--- src/rtl/alu_op_sequencer_if.sv ---
// Request, ALU-drive and response bundle between the control path, alu_op_sequencer and the alu datapath.
interface alu_op_sequencer_if #(parameter int WIDTH = 32);
  logic               req_valid;
  logic               req_ready;
  logic [3:0]         req_op;
  logic [WIDTH-1:0]   req_a;
  logic [WIDTH-1:0]   req_b;
  logic [3:0]         alu_sel;
  logic [WIDTH-1:0]   alu_a;
  logic [WIDTH-1:0]   alu_y;
  logic [WIDTH-1:0]   alu_b;
  logic [2*WIDTH-1:0] alu_c;
  logic               rsp_valid;
  logic               rsp_ready;
  logic [WIDTH-1:0]   rsp_lo;
  logic [WIDTH-1:0]   rsp_hi;
  logic               rsp_err;
  logic               busy;

  modport slave (
    input  req_valid, req_op, req_a, req_b, alu_c, rsp_ready,
    output req_ready, alu_sel, alu_a, alu_y, alu_b,
           rsp_valid, rsp_lo, rsp_hi, rsp_err, busy
  );

  modport master (
    output req_valid, req_op, req_a, req_b, alu_c, rsp_ready,
    input  req_ready, alu_sel, alu_a, alu_y, alu_b,
           rsp_valid, rsp_lo, rsp_hi, rsp_err, busy
  );
endinterface

--- src/rtl/alu_op_sequencer.sv ---
// One-at-a-time ALU operation sequencer: stages operands, holds alu_sel, captures {HI,LO}.
// Optional ALU_SEQ_DIVZERO_EN: reject DIV with B==0 at accept instead of issuing it.
//
// state | meaning
// IDLE  | ready for a request; outputs hold last values
// LOADY | operands staged on alu_a/alu_y/alu_b, alu_sel held at 0000
// EXEC  | alu_sel driven with the latched op (MD_CYCLES cycles for MUL/DIV)
// CAPT  | alu_sel back to 0000; ALU result captured on exit
// RESP  | response valid until taken
module alu_op_sequencer #(
  parameter int WIDTH     = 32,
  parameter int MD_CYCLES = 4
) (
  input logic               clk,
  input logic               rst_n,
  alu_op_sequencer_if.slave bus
);

  typedef enum logic [2:0] {IDLE, LOADY, EXEC, CAPT, RESP} state_t;

  localparam logic [3:0] OP_MUL  = 4'b0011;
  localparam logic [3:0] OP_DIV  = 4'b0101;
  localparam logic [3:0] MD_LOAD = 4'(MD_CYCLES - 1);

  state_t     state;
  logic [3:0] op_q;
  logic [3:0] cnt;
  logic       reject;
  logic       op_md;

  function automatic logic op_legal(input logic [3:0] op);
    case (op)
      4'b0000, 4'b0100, 4'b1001, 4'b1011: return 1'b0;
      default:                            return 1'b1;
    endcase
  endfunction

  always_comb begin
    reject = !op_legal(bus.req_op);
`ifdef ALU_SEQ_DIVZERO_EN
    if (bus.req_op == OP_DIV && bus.req_b == '0) reject = 1'b1;
`endif
  end

  assign op_md         = (op_q == OP_MUL) || (op_q == OP_DIV);
  assign bus.req_ready = (state == IDLE);
  assign bus.busy      = (state != IDLE);

  always_ff @(posedge clk or negedge rst_n) begin
    if (!rst_n) begin
      state         <= IDLE;
      op_q          <= 4'd0;
      cnt           <= 4'd0;
      bus.alu_sel   <= 4'd0;
      bus.alu_a     <= '0;
      bus.alu_y     <= '0;
      bus.alu_b     <= '0;
      bus.rsp_valid <= 1'b0;
      bus.rsp_err   <= 1'b0;
      bus.rsp_lo    <= '0;
      bus.rsp_hi    <= '0;
    end else begin
      case (state)
        IDLE: begin
          if (bus.req_valid) begin
            op_q <= bus.req_op;
            if (reject) begin
              // Rejected requests never touch the ALU operand lines.
              bus.rsp_lo    <= '0;
              bus.rsp_hi    <= '0;
              bus.rsp_err   <= 1'b1;
              bus.rsp_valid <= 1'b1;
              state         <= RESP;
            end else begin
              bus.alu_a <= bus.req_a;
              bus.alu_y <= bus.req_a;
              bus.alu_b <= bus.req_b;
              state     <= LOADY;
            end
          end
        end
        LOADY: begin
          bus.alu_sel <= op_q;
          cnt         <= op_md ? MD_LOAD : 4'd0;
          state       <= EXEC;
        end
        EXEC: begin
          if (cnt == 4'd0) begin
            bus.alu_sel <= 4'd0;
            state       <= CAPT;
          end else begin
            cnt <= cnt - 4'd1;
          end
        end
        CAPT: begin
          bus.rsp_lo    <= bus.alu_c[WIDTH-1:0];
          bus.rsp_hi    <= op_md ? bus.alu_c[2*WIDTH-1:WIDTH] : '0;
          bus.rsp_err   <= 1'b0;
          bus.rsp_valid <= 1'b1;
          state         <= RESP;
        end
        RESP: begin
          if (bus.rsp_ready) begin
            bus.rsp_valid <= 1'b0;
            state         <= IDLE;
          end
        end
        default: state <= IDLE;
      endcase
    end
  end

endmodule

--- src/flat_wrapper.sv ---
// flat-port wrapper written by rule: the top's interface ports become plain ports
module alu_op_sequencer_flat 
#(
  parameter int WIDTH     = 32,
  parameter int MD_CYCLES = 4
)
  (clk, rst_n, bus_req_valid, bus_req_op, bus_req_a, bus_req_b, bus_alu_c, bus_rsp_ready, bus_req_ready, bus_alu_sel, bus_alu_a, bus_alu_y, bus_alu_b, bus_rsp_valid, bus_rsp_lo, bus_rsp_hi, bus_rsp_err, bus_busy);
  alu_op_sequencer_if #(.WIDTH(WIDTH)) bus_i ();
  input logic clk;
  input logic rst_n;
  input wire logic [$bits(bus_i.req_valid)-1:0] bus_req_valid;
  input wire logic [$bits(bus_i.req_op)-1:0] bus_req_op;
  input wire logic [$bits(bus_i.req_a)-1:0] bus_req_a;
  input wire logic [$bits(bus_i.req_b)-1:0] bus_req_b;
  input wire logic [$bits(bus_i.alu_c)-1:0] bus_alu_c;
  input wire logic [$bits(bus_i.rsp_ready)-1:0] bus_rsp_ready;
  output wire logic [$bits(bus_i.req_ready)-1:0] bus_req_ready;
  output wire logic [$bits(bus_i.alu_sel)-1:0] bus_alu_sel;
  output wire logic [$bits(bus_i.alu_a)-1:0] bus_alu_a;
  output wire logic [$bits(bus_i.alu_y)-1:0] bus_alu_y;
  output wire logic [$bits(bus_i.alu_b)-1:0] bus_alu_b;
  output wire logic [$bits(bus_i.rsp_valid)-1:0] bus_rsp_valid;
  output wire logic [$bits(bus_i.rsp_lo)-1:0] bus_rsp_lo;
  output wire logic [$bits(bus_i.rsp_hi)-1:0] bus_rsp_hi;
  output wire logic [$bits(bus_i.rsp_err)-1:0] bus_rsp_err;
  output wire logic [$bits(bus_i.busy)-1:0] bus_busy;
  assign bus_i.req_valid = bus_req_valid;
  assign bus_i.req_op = bus_req_op;
  assign bus_i.req_a = bus_req_a;
  assign bus_i.req_b = bus_req_b;
  assign bus_i.alu_c = bus_alu_c;
  assign bus_i.rsp_ready = bus_rsp_ready;
  assign bus_req_ready = bus_i.req_ready;
  assign bus_alu_sel = bus_i.alu_sel;
  assign bus_alu_a = bus_i.alu_a;
  assign bus_alu_y = bus_i.alu_y;
  assign bus_alu_b = bus_i.alu_b;
  assign bus_rsp_valid = bus_i.rsp_valid;
  assign bus_rsp_lo = bus_i.rsp_lo;
  assign bus_rsp_hi = bus_i.rsp_hi;
  assign bus_rsp_err = bus_i.rsp_err;
  assign bus_busy = bus_i.busy;
  alu_op_sequencer #(.WIDTH(WIDTH), .MD_CYCLES(MD_CYCLES)) u_core (.clk(clk), .rst_n(rst_n), .bus(bus_i));
endmodule
--- config.mk ---
export PLATFORM = sky130hd
export DESIGN_NAME = alu_op_sequencer_flat
export DESIGN_NICKNAME = d
export VERILOG_FILES = /design/src/rtl/alu_op_sequencer_if.sv /design/src/rtl/alu_op_sequencer.sv /design/src/flat_wrapper.sv
export SDC_FILE = /design/constraint.sdc
export NUM_CORES = 1
export LEC_CHECK = 0
export ABC_AREA = 1
export CAP_MARGIN = 30
export CELL_PAD_IN_SITES_DETAIL_PLACEMENT = 1
export CELL_PAD_IN_SITES_GLOBAL_PLACEMENT = 2
export CORE_MARGIN = 2
export CORE_UTILIZATION = 22
export DETAILED_ROUTE_END_ITERATION = 8
export GPL_ROUTABILITY_DRIVEN = 0
export GPL_TIMING_DRIVEN = 0
export PLACE_DENSITY = 0.86
export SLEW_MARGIN = 20
export SYNTH_ARGS = -nofsm -noshare
export SYNTH_HDL_FRONTEND = slang
export SYNTH_SLANG_ARGS = --single-unit
--- constraint.sdc ---
create_clock -name clk -period 1.7 [get_ports clk]
set_input_delay 0.17 -clock clk [delete_from_list [all_inputs] [get_ports clk]]
set_output_delay 0.17 -clock clk [all_outputs]
set_load 0.05 [all_outputs]
Yosys cells after proc, flatten, opt, wreduce, memory -nomap -nowiden
Cells that the tools add are included.
{"block": "totals", "register_bits": 145, "input_bits": 136, "wordCells": 62}
{"block": "op_classes", "n_addsub": 1, "eq_ne": 14, "n_mux": 20, "bitwise": 1, "n_reduce_logical": 16}
{"op": "case mux 32 bit (2 select lines)", "count": 2}
{"op": "2-to-1 mux 32 bit", "count": 3}
{"op": "case mux 4 bit (2 select lines)", "count": 2}
{"op": "case mux 3 bit (5 select lines)", "count": 1}
{"op": "2-to-1 mux 3 bit", "count": 4}
{"op": "AND reduction 3 bit", "count": 3}
{"op": "equality test 4 x 3 -> 1 bit, second input constant", "count": 2}
{"op": "equality test 4 bit, second input constant", "count": 2}
{"op": "zero test 4 bit", "count": 2}
{"op": "2-to-1 mux 4 bit", "count": 2}
{"op": "equality test 3 x 2 -> 1 bit, second input constant", "count": 2}
{"op": "!= test 2 bit, second input constant", "count": 3}
{"op": "AND reduction 2 bit", "count": 3}
{"op": "nonzero test 3 bit", "count": 2}
{"op": "equality test 4 x 2 -> 1 bit, second input constant", "count": 1}
{"op": "!= test 2 x 1 -> 1 bit, second input constant", "count": 2}
{"op": "AND reduction 4 bit", "count": 1}
{"op": "nonzero test 2 bit", "count": 2}
{"op": "OR reduction 4 bit", "count": 1}
{"op": "subtractor 4 x 1 -> 4 bit, second input constant", "count": 1}
{"op": "equality test 3 x 1 -> 1 bit, second input constant", "count": 1}
{"op": "equality test 3 bit, second input constant", "count": 1}
{"op": "zero test 3 bit", "count": 1}
{"op": "2-to-1 mux 1 bit", "count": 3}
{"op": "other kinds (5)", "count": 5}

Depth between registers and ports, before layout
{"block": "logic_depth", "word_depth": 5, "depth_mapped": 10, "ltp_nobuf": 8}

Worst setup path before layout
Ideal clock, no wire load.
{"block": "synth_timing", "kind": "reg-to-reg", "from": "reg u_core.state[1]", "to": "reg u_core.bus.rsp_hi[10] in the netlist's numbering", "setup_time_ns": 0.119, "t_arrival_ns": 1.687, "required_time_ns": 1.581, "path_slack_ns": -0.106, "path_stages_with_launch": 11, "path_buffers": 2, "period_less_slack_ns": 1.806, "cell_sequence": "dfrtp_1 > nor2_4 > nand2_2 > inv_2 > nand2_1 > nand2_1 > nand2_2 > buf_6 > buf_6 > nand2_1 > nand2_1"}
{"block": "synth_between", "elab_chain_cells": 3, "word_cells_on_any_way": 7, "classes_between": "eq/ne: 3; mux: 1; reduce/logical: 3"}
{"item": "start, declared", "line_no": "alu_op_sequencer.sv:25", "text": "state_t state;"}
{"item": "start signal, assigned", "line_no": "alu_op_sequencer.sv:51", "text": "state <= IDLE;"}
{"item": "start signal, assigned", "line_no": "alu_op_sequencer.sv:73", "text": "state <= RESP;"}
{"item": "start signal, assigned", "line_no": "alu_op_sequencer.sv:78", "text": "state <= LOADY;"}
{"item": "zero test 3 bit *"}
{"item": "named net bus_req_ready", "line_no": "flat_wrapper.sv:17", "text": "output wire logic [$bits(bus_i.req_ready)-1:0] bus_req_ready;"}
{"item": "!= test 2 x 1 -> 1 bit (no line), or another cell as far along"}
{"item": "AND reduction 3 bit (no line)"}
{"item": "end signal, assigned", "line_no": "alu_op_sequencer.sv:97", "text": "bus.rsp_hi <= op_md ? bus.alu_c[2*WIDTH-1:WIDTH] : '0;"}
{"item": "end, declared", "line_no": "alu_op_sequencer_if.sv:23", "text": "rsp_valid, rsp_lo, rsp_hi, rsp_err, busy"}
The timed path passes the listed nets; every way through them passes the cells marked *.
A chain may end at the register's enable or synchronous reset.

Worst setup path after layout
{"block": "layout_timing", "from": "reg u_core.bus.alu_y[10]", "to": "out bus_alu_y[10]"}
{"item": "start, declared", "line_no": "alu_op_sequencer_if.sv:22", "text": "output req_ready, alu_sel, alu_a, alu_y, alu_b,"}
{"item": "start signal, assigned", "line_no": "alu_op_sequencer.sv:76", "text": "bus.alu_y <= bus.req_a;"}
{"item": "end, declared", "line_no": "flat_wrapper.sv:20", "text": "output wire logic [$bits(bus_i.alu_y)-1:0] bus_alu_y;"}
No word-level cell between the ends.

==> qor.yml <==
clock_sinks: 145
numCtsBuffers: 17
stdcell_count: 1372
clkLatencyLatePin_ns: 0.42
cp.arrival_ns: 1.47
status: "completed"
reg2regPathDepth: 10
clockBufferDepth: 2
clk_pin_slew_ns: 0.07
startpoint_type: "flop"
grt_pass1_vias: 6016
io_buffer_count: 303
crit_type: "flop to output port"
yosys_warnings: 0
relSlewSlack_pct: 59.3
finalHoldViolations: 0
rsz0062_at_grt: "false"
finClkSkew_ns: 0.0134
end_kind: "output port"
h-tree-depth: 4
ant_nets: 0
die_area_um2: 28800
maxCapViolations: 0
num_vias: 5733
crit_chain: "buf_4 -> clkdlybuf4s15_1"
drc: 0
rows: 60
vias_per_cell: 4.18
place_ws_ns: -0.267
nets: 1158
startpoint: "u_core.bus.alu_y[10]"
holdPathEnd: "u_core.bus.rsp_lo[0]"
postSynthCellCount: 693
fp.dieH_um: 170
gr-total-overflow: 0
root_buffer: "clkbuf_16"
hold_start: "bus_alu_c[0]"
syn_nets: 831
ys_ff_latch: 145
cp_top_family: "buffers and inverters"
first_pass_iters: 4
grt_pass1_wl_um: 34600
synth_top_area_share_pct: 60.2
grtUsageTotal_pct: 15.7
synthDistinctLibCells: 21
diodes: 0
layout_min_cycle_time_ns: 1.64
drt_wl_total_um: 22600
yosysSeqAreaShare_pct: 60.2
cp.required_ns: 1.53
synth_area_um2: 6030
critPathSlowestCell: "clkdlybuf4s15_1"
dp.cells: 1338
cts_tree: "yes"
drt_iter0_markers: 329
syn_to_final_growth_pct: 65.3
max-vdd-ir-drop_uv: 751
initial_core_util_pct: 22.4
fin_crit_sh_pct: 96.2
hold_slack_ns: 0.285
final_cell_area_um2: 9970
fmax_mhz: 611
cpPeakStageDelay_ns: 0.48
place_area_um2: 9530
drive_gt1_share_pct: 10.4
hold_depth: 3
post_drt_wl_per_cell_um: 16.5
grt_max_degree: 75
leakage_nw: 5.45
worstReg2RegStart: "u_core.state[1]"
synth_area_leaders: "dfrtp_1 60%, nand2_1 22%, nand3_1 6.2%"
yosysTopAreaCell: "dfrtp_1"
core_area_um2: 27000
hold_class: "input pin to flop"
crit_fanout: 3
tns_ns: 0
io_pins: 304
maxSlewViolCount: 0
cp.buffers_inverters: 2
power_density_nw_per_um2: 2310
tightestPinTransition_ns: 0.613
setup_ws_ns: 0.0638
die_w_um: 170
dp_hpwl_um: 17000
setup_viol: 0
rrSetupSlack_ns: 0.12
crit-reg2reg-capture: "u_core.bus.rsp_hi[21]"
syn_avg_cell_area_um2: 8.70
antenna_found_initial: 0
worst max path at each step:
stage / end / cells past startpoint
after floorplan: u_core.bus.rsp_hi[10] / 10
after global placement: u_core.bus.alu_b[14] / 1
after detailed placement: u_core.bus.alu_b[22] / 5
after CTS: bus_alu_y[0] / 2
after global routing: u_core.bus.rsp_hi[11] / 10
final: bus_alu_y[10] / 2
metal layers:
layer  GRT usage [%]  share of wire (%)  wire (um)  vias to the layer above
met2            27.8                 51      11600                      142
met3            2.87                3.2        731                       39
met4            6.84                3.4        770                        0
met5               0                  0          0                        -
li1                -                  -          -                     2771
met1            18.8                 42       9540                     2781
cells by family (layout without fill, tap and decap cells):
kind of cell	count (synthesis)	in the layout	synth area share, %
AO/OA/AOI/OAI	13	13	1.12
XOR/XNOR	1	1	0.145
adder cells (fa/ha/maj)	2	2	0.415
buffers and inverters	85	423	8.36
flip-flops	145	145	60.2
AND/OR/NAND/NOR	447	447	29.8
through the flow:
| step | power, mW | utilization, % |
|---|---|---|
| after CTS | 23.3 | 36.8 |
| after detailed placement | 20.6 | 35.4 |
| after global placement | 20.3 | 35.3 |
| final | 23.1 | 37.0 |
| after global routing | 24.4 | 37.0 |
| after floorplan | 15.3 | - |
sequential cells by signal, summed over array words and instances, names as in the netlist:
signal / cells
u_core.bus.alu_b: 32
u_core.bus.alu_sel: 4
u_core.bus.alu_y: 32
u_core.bus.rsp_err: 1
u_core.bus.rsp_hi: 32
u_core.bus.rsp_lo: 32
u_core.bus.rsp_valid: 1
u_core.cnt: 4
u_core.op_q: 4
u_core.state: 3
placed cells by master, fill, tap and decap left out, types with 3 or more instances in the layout:
cell / synthesis / routed
inv_1: 18 / 18
clkinvlp_4: 0 / 3
clkbuf_1: 9 / 6
clkinv_4: 0 / 3
nor2_1: 11 / 9
nand2_1: 354 / 353
inv_6: 0 / 3
dlygate4sd2_1: 0 / 162
clkbuf_2: 0 / 5
clkdlybuf4s15_1: 0 / 3
buf_6: 4 / 5
clkdlybuf4s50_1: 0 / 134
buf_4: 37 / 40
bufinv_16: 0 / 3
buf_2: 13 / 15
nand3_1: 75 / 75
o21ai_0: 9 / 9
clkbuf_16: 0 / 17
dfrtp_1: 145 / 143
area by class of cell:
cell class	count	area, um^2
buffer	65	442
timing repair buffer	308	2880
inverter	20	80.1
clock buffer	18	429
clock inverter	12	161
multi-input combinational	463	1920
fill	3174	17000
tap	341	427
sequential	145	3630
cells in the mapped netlist (all sizes together):
| library cell | n |
|---|---|
| clkbuf | 9 |
| inv | 20 |
| o21ai | 9 |
| a21oi | 2 |
| ha | 2 |
| o22ai | 2 |
| nor2 | 13 |
| nand3b | 2 |
| nand3 | 75 |
| nand4 | 1 |
| buf | 56 |
| dfrtp | 145 |
| nand2 | 356 |
| xor2 | 1 |
report_power, final:
group          switching (mW)  total, mW  internal [mW]
sequential              0.972       5.94           4.97
combinational            9.70       13.2           3.55
clock                    1.56       3.87           2.31
worst reg2reg max path, stage by stage, from the launching register on:
cell     delay [ns]
dfrtp_2        0.44
nor2_4         0.17
nand2_4        0.09
inv_6          0.06
nand2_1        0.09
nand2_1        0.11
nand2_2        0.09
buf_6          0.16
buf_6          0.15
nand2_1        0.06
nand2_1        0.05
timing repair:
action / CTS / global route
buffers inserted: 0 / 3
hold buffers: 1 / 0
endpoints found under the hold margin: 71 / 0
gates resized for setup: 181 / 18
cloned: 0 / 0
setup endpoints to repair: 263 / 116
(Power assumes the default switching activity.)
==> variant 1, RTL diff (same flow settings) <==
Add a define of `ALU_SEQ_DIVZERO_EN`.
--- a/src/rtl/alu_op_sequencer.sv
+++ b/src/rtl/alu_op_sequencer.sv
@@ -9,2 +9,4 @@
 // RESP  | response valid until taken
+`define ALU_SEQ_DIVZERO_EN
+
 module alu_op_sequencer #(
Function: changed (a bounded check fails within 4 cycles, from zero or initial values and one cycle with rst_n low).
==> variant 1 against the unedited design <==
Setup slack worse by 0.0014 ns; wire length is 4.0% lower; non-clock buffer count is 3 lower; synthesized area is 1.4% higher; core utilization is 0.15 points higher; count of clock-buffer cells in the layout is 1 higher; total power is 8.7% lower; final area is 2.6% higher; critical path depth stayed put; sequential cell count stayed put; sequential power is 5.7% lower; critical path type unchanged; largest cell class unchanged.
==> variant 1: results (changes against the unedited design) <==
Run status
  • Run status: completed

Place
  • Port Buffers: 303 (unchanged)
  • Dpl cell area: 9670 um2 (+1.4%)
  • Dpl ws: -0.599 ns (-0.333 ns)
  • DP Wirelength: 16.5 mm (-2.8%)

Detailed routing
  • DRT iter0 DRCs: 281 (-15%)
  • DR vias/cell: 3.97 (-5.0%)
  • DRT Pass-1 Iters: 6 (+2)
  • Post-Route WL: 21.7 mm (-4.0%)

Synthesis
  • Yosys cell types: 25 (+19%)
  • Ys async rst share: 100% (unchanged)
  • Sequential share of the synthesized area: 59.3% (-0.84 points)
  • Top post-synthesis cells by count: 288 x nand2_1, 145 x dfrtp_1, 85 x inv_1
  • Leading post-synthesis cells by cell area: dfrtp_1 59%, nand2_1 18%, inv_1 5.2%, o21ai_0 5.2%, buf_4 4.4%
  • Mapped Nets: 848 (+2.0%)

Worst setup path
  • CP Launch Point: u_core.bus.alu_a[10]
  • Reg2Reg Depth: 4 (-6)
  • Max incr delay on CP: 0.51 ns (+0.03 ns)
  • Worst R2R Setup Slack: 0.10 ns (-0.02 ns)
  • Crit Reg-Reg Endpoint: u_core.bus.rsp_lo[0]
  • Max stage delay cell, worst path: dlygate4sd2_1
  • FF-to-FF Start: u_core.state[2]

Global routing
  • First-pass GRT wire length: 32.6 mm (-5.8%)
  • Vias in the first global route: 5814 (-3.4%)
  • Global Route Usage Sum: 14.5% (-1.2 points)
  • Largest net degree at the start of global routing: 85 (+13%)

Cells and area
  • Filler instances: 3268 (+3.0%)
  • Layout cell share with drive strength beyond 1: 11.1% (+0.73 points)
  • Nets@finish: 1178 (+1.7%)

Timing
  • Max-slew headroom: 61.7% (+2.5 points)
  • Final min period: 1.64 ns (+0.00135 ns)
  • Clock Skews: 0.00909 ns (-0.00431 ns)
  • Final hold violations: 0 (unchanged)

Clock network
  • Max Buffers Root-to-Sink: 2 (unchanged)

Pwr
  • Leakage power: 5.64 nW (+3.4%)
  • Worst ir drop on vdd: 0.741 mV (-1.3%)
[variant 1: changes by cell type after synthesis, moves of 3 or more]
cell and change:
clkbuf_1 -6, o21ai_1 +13, nand2_1 -66, nor2_1 +15
o21ai_0 +54, nand3_1 -69, inv_1 +67, buf_2 +3
[variant 1: worst min-delay path by stage]
stage	slack (ns)	from	to	cells past startpoint
2_1_floorplan	-0.13	rst_n	u_core.bus.alu_a[0]	0
3_3_place_gp	0.45	u_core.bus.rsp_hi[30]	u_core.bus.rsp_hi[30]	2
3_5_place_dp	0.14	rst_n	u_core.bus.rsp_hi[2]	1
4_1_cts	0.26	bus_alu_c[8]	u_core.bus.rsp_lo[8]	3
5_1_grt	0.05	bus_req_b[23]	u_core.bus.alu_b[23]	3
6_report	0.04	bus_req_b[23]	u_core.bus.alu_b[23]	3
[variant 1: worst min-delay path: stages]
cell	delay (ns)
dlymetal6s2s_1	0.13
inv_1	0.05
o21ai_1	0.06
[variant 1: cell type report]
cell class	count	share of cell area, %
plain buffers	59	4.84
clock buffers	19	4.33
clock inverters	13	1.23
inverters	88	3.28
multi-input cells	418	17.5
flip-flops and latches	145	35.5
well taps	378	4.62
repair buffers	311	28.7
[variant 1: power breakdown]
part	switching, mW	total [mW]	leakage, nW	internal [mW]
clock network	1.63	3.71	0.267	2.08
registers	0.807	5.60	1.88	4.79
logic	8.46	11.7	3.50	3.28
[variant 1: logic make-up after synthesis]
logic type               Yosys count  share of synthesized area [%]
XOR/XNOR                           1                          0.143
flip-flops                       145                           59.3
adder cells (fa/ha/maj)            2                          0.409
AND/OR/NAND/NOR                  332                           21.2
buffers and inverters            147                           12.0
AO/OA/AOI/OAI                     83                           6.85
[variant 1: layer usage]
layer | track usage, % | up-vias | share of wire, %
li1 | - | 2785 | -
met4 | 4.65 | 0 | 2.1
met1 | 17.9 | 2717 | 43
met3 | 2.57 | 27 | 3.9
met2 | 25.7 | 149 | 51
met5 | 0 | - | 0
[variant 1: timing repair]
item | 4_1_cts | 5_1_grt
endpoints found under the setup margin | 261 | 121
hold endpoints to repair | 61 | 0
buffers inserted | 0 | 5
hold buffers | 1 | 0
gates resized for setup | 191 | 30
pin swaps | 0 | 14
cloned | 0 | 1
[variant 1: stage by stage]
stage,utilization [%],power (mW),instances
floorplan,-,13.8,710
global route,37.1,22.2,1431
global placement,35.0,18.2,1391
CTS,36.6,21.2,1425
detailed placement,35.1,18.5,1392
finish,37.1,21.0,1431
==> variant 2, RTL diff (same settings) <==
Without the edit above. Reset style: synchronous (`rst_n`), changed in one clocked block.
--- a/src/rtl/alu_op_sequencer.sv
+++ b/src/rtl/alu_op_sequencer.sv
@@ -48,3 +48,3 @@
 
-  always_ff @(posedge clk or negedge rst_n) begin
+  always_ff @(posedge clk) begin
     if (!rst_n) begin
Check against the original RTL: differs if rst_n is asserted again (counterexample within 4 cycles, from zero or initial values and one cycle with rst_n low); with rst_n held inactive, the same outputs for 4 cycles.
==> variant 2 against the unedited design <==
Wire length fell by 9.7%; count of clock-buffer cells in the layout rose by 2; fmax rose by 0.47%; synthesized area fell by 9.7%; sequential cell count did not move; sequential share of layout area fell by 5.4 points; hold slack improved by 0.029 ns; die area fell by 9.5%; final area fell by 6.1%; critical path depth did not move; setup slack improved by 0.0077 ns; via count fell by 2.3%; largest cell class is now non-clock buffers.
Power is not compared: it rests on default switching activity, and its combinational part moved more than twofold at a synthesized area within 25%.
==> variant 2: results (changes against the unedited design) <==
Cells and area
  • Layout cell share with drive strength beyond 1: 10.7% (+0.31 points)
  • Filler instances: 3006 (-5.3%)
  • Nets@finish: 1173 (+1.3%)

Worst setup path
  • Crit-path max FO: 3 (unchanged)

Pwr
  • Leakage power: 4.29 nW
  • Int Power: 7.68 mW

Synthesis
  • Ys async rst share: 0% (-100 points)
  • Sequential share of the synthesized area: 53.3% (-6.9 points)
  • Leading post-synthesis cells by cell area: dfxtp_1 53%, nand2_1 11%, nor2_1 9.6%, a21oi_1 7.5%, o21ai_0 6.3%
  • Main flop type after synthesis: dfxtp_1
  • Mapped Nets: 846 (+1.8%)
  • Top post-synthesis cells by count: 157 x nand2_1, 145 x dfxtp_1, 140 x nor2_1
  • Yosys cell types: 20 (-4.8%)
  • Number of flops mapped to enable cells by yosys: 0 (unchanged)

Global routing
  • Global Route Usage Sum: 15.5% (-0.20 points)
  • First-pass GRT wire length: 31.8 mm (-8.3%)
  • Largest net degree at the start of global routing: 17 (-77%)
  • Vias in the first global route: 5735 (-4.7%)

Place
  • Dpl cell area: 8870 um2 (-6.9%)
  • Dpl ws: -0.231 ns (+0.0354 ns)
  • DP Wirelength: 15.6 mm (-8.2%)
  • Port Buffers: 302 (-0.33%)

Detailed routing
  • DR vias/cell: 4.08 (-2.3%)
  • DRT iter0 DRCs: 307 (-6.7%)
  • Post-Route WL: 20.4 mm (-9.7%)

Clock network
  • Htree depth: 4 (unchanged)

Timing
  • Clock Skews: 0.0132 ns (-0.000165 ns)
  • Slew @ Worst Pin: 0.694 ns (+0.0812 ns)

Run status
  • Run status: completed

Worst hold path
  • Hold WC Path Type: input port to register
==> variant 2: layer usage <==
metal / vias to the layer above / GRT usage [%] / wire, um
met1: 2564 / 18.4 / 8730
met4: 0 / 4.67 / 353
met2: 141 / 27.6 / 10300
li1: 2878 / - / -
met3: 20 / 4.03 / 1040
met5: - / 0 / 0
==> variant 2: worst max-delay path, stage by stage (launching register included) <==
cell and delay, ns:
dfxtp_1 0.40, buf_4 0.13, dlygate4sd2_1 0.52
==> variant 2: repair_timing <==
action                     CTS  global route
pin swaps                    1             2
gates cloned                 0             1
resized for setup          178            31
setup endpoints to repair  204           125
buffers inserted             2             3
==> variant 2: cell type report <==
class | count | area [um2] | area share (%)
sequential | 145 | 2910 | 31.1
timing repair buffer | 308 | 2880 | 30.7
multi-input combinational | 468 | 2030 | 21.7
buffer | 73 | 482 | 5.15
clock buffer | 20 | 437 | 4.67
tap | 324 | 405 | 4.33
clock inverter | 12 | 133 | 1.42
inverter | 22 | 85.1 | 0.909
==> variant 2: cell families after synthesis <==
family / count (synthesis) / synth area share, %
simple gates: 315 / 22.5
compound gates: 151 / 13.9
flops: 145 / 53.3
buf+inv: 95 / 9.86
fa+ha+maj: 2 / 0.459
==> variant 2: worst paths after layout <==
path	from	end	slack, ns	cells past startpoint
min reg2reg	u_core.bus.rsp_valid	u_core.bus.rsp_valid	0.45	2
max reg2reg	u_core.state[1]	u_core.bus.rsp_lo[29]	0.13	12
min	bus_alu_c[41]	u_core.bus.rsp_hi[9]	0.31	3
max	u_core.bus.alu_a[12]	bus_alu_y[12]	0.07	2
==> variant 2: metrics by stage <==
stage | TNS [ns] | instances
final | 0 | 1372
after global routing | 0 | 1372
after CTS | 0 | 1368
after detailed placement | -14.00 | 1334
after global placement | -13.36 | 1334
after floorplan | 0 | 708
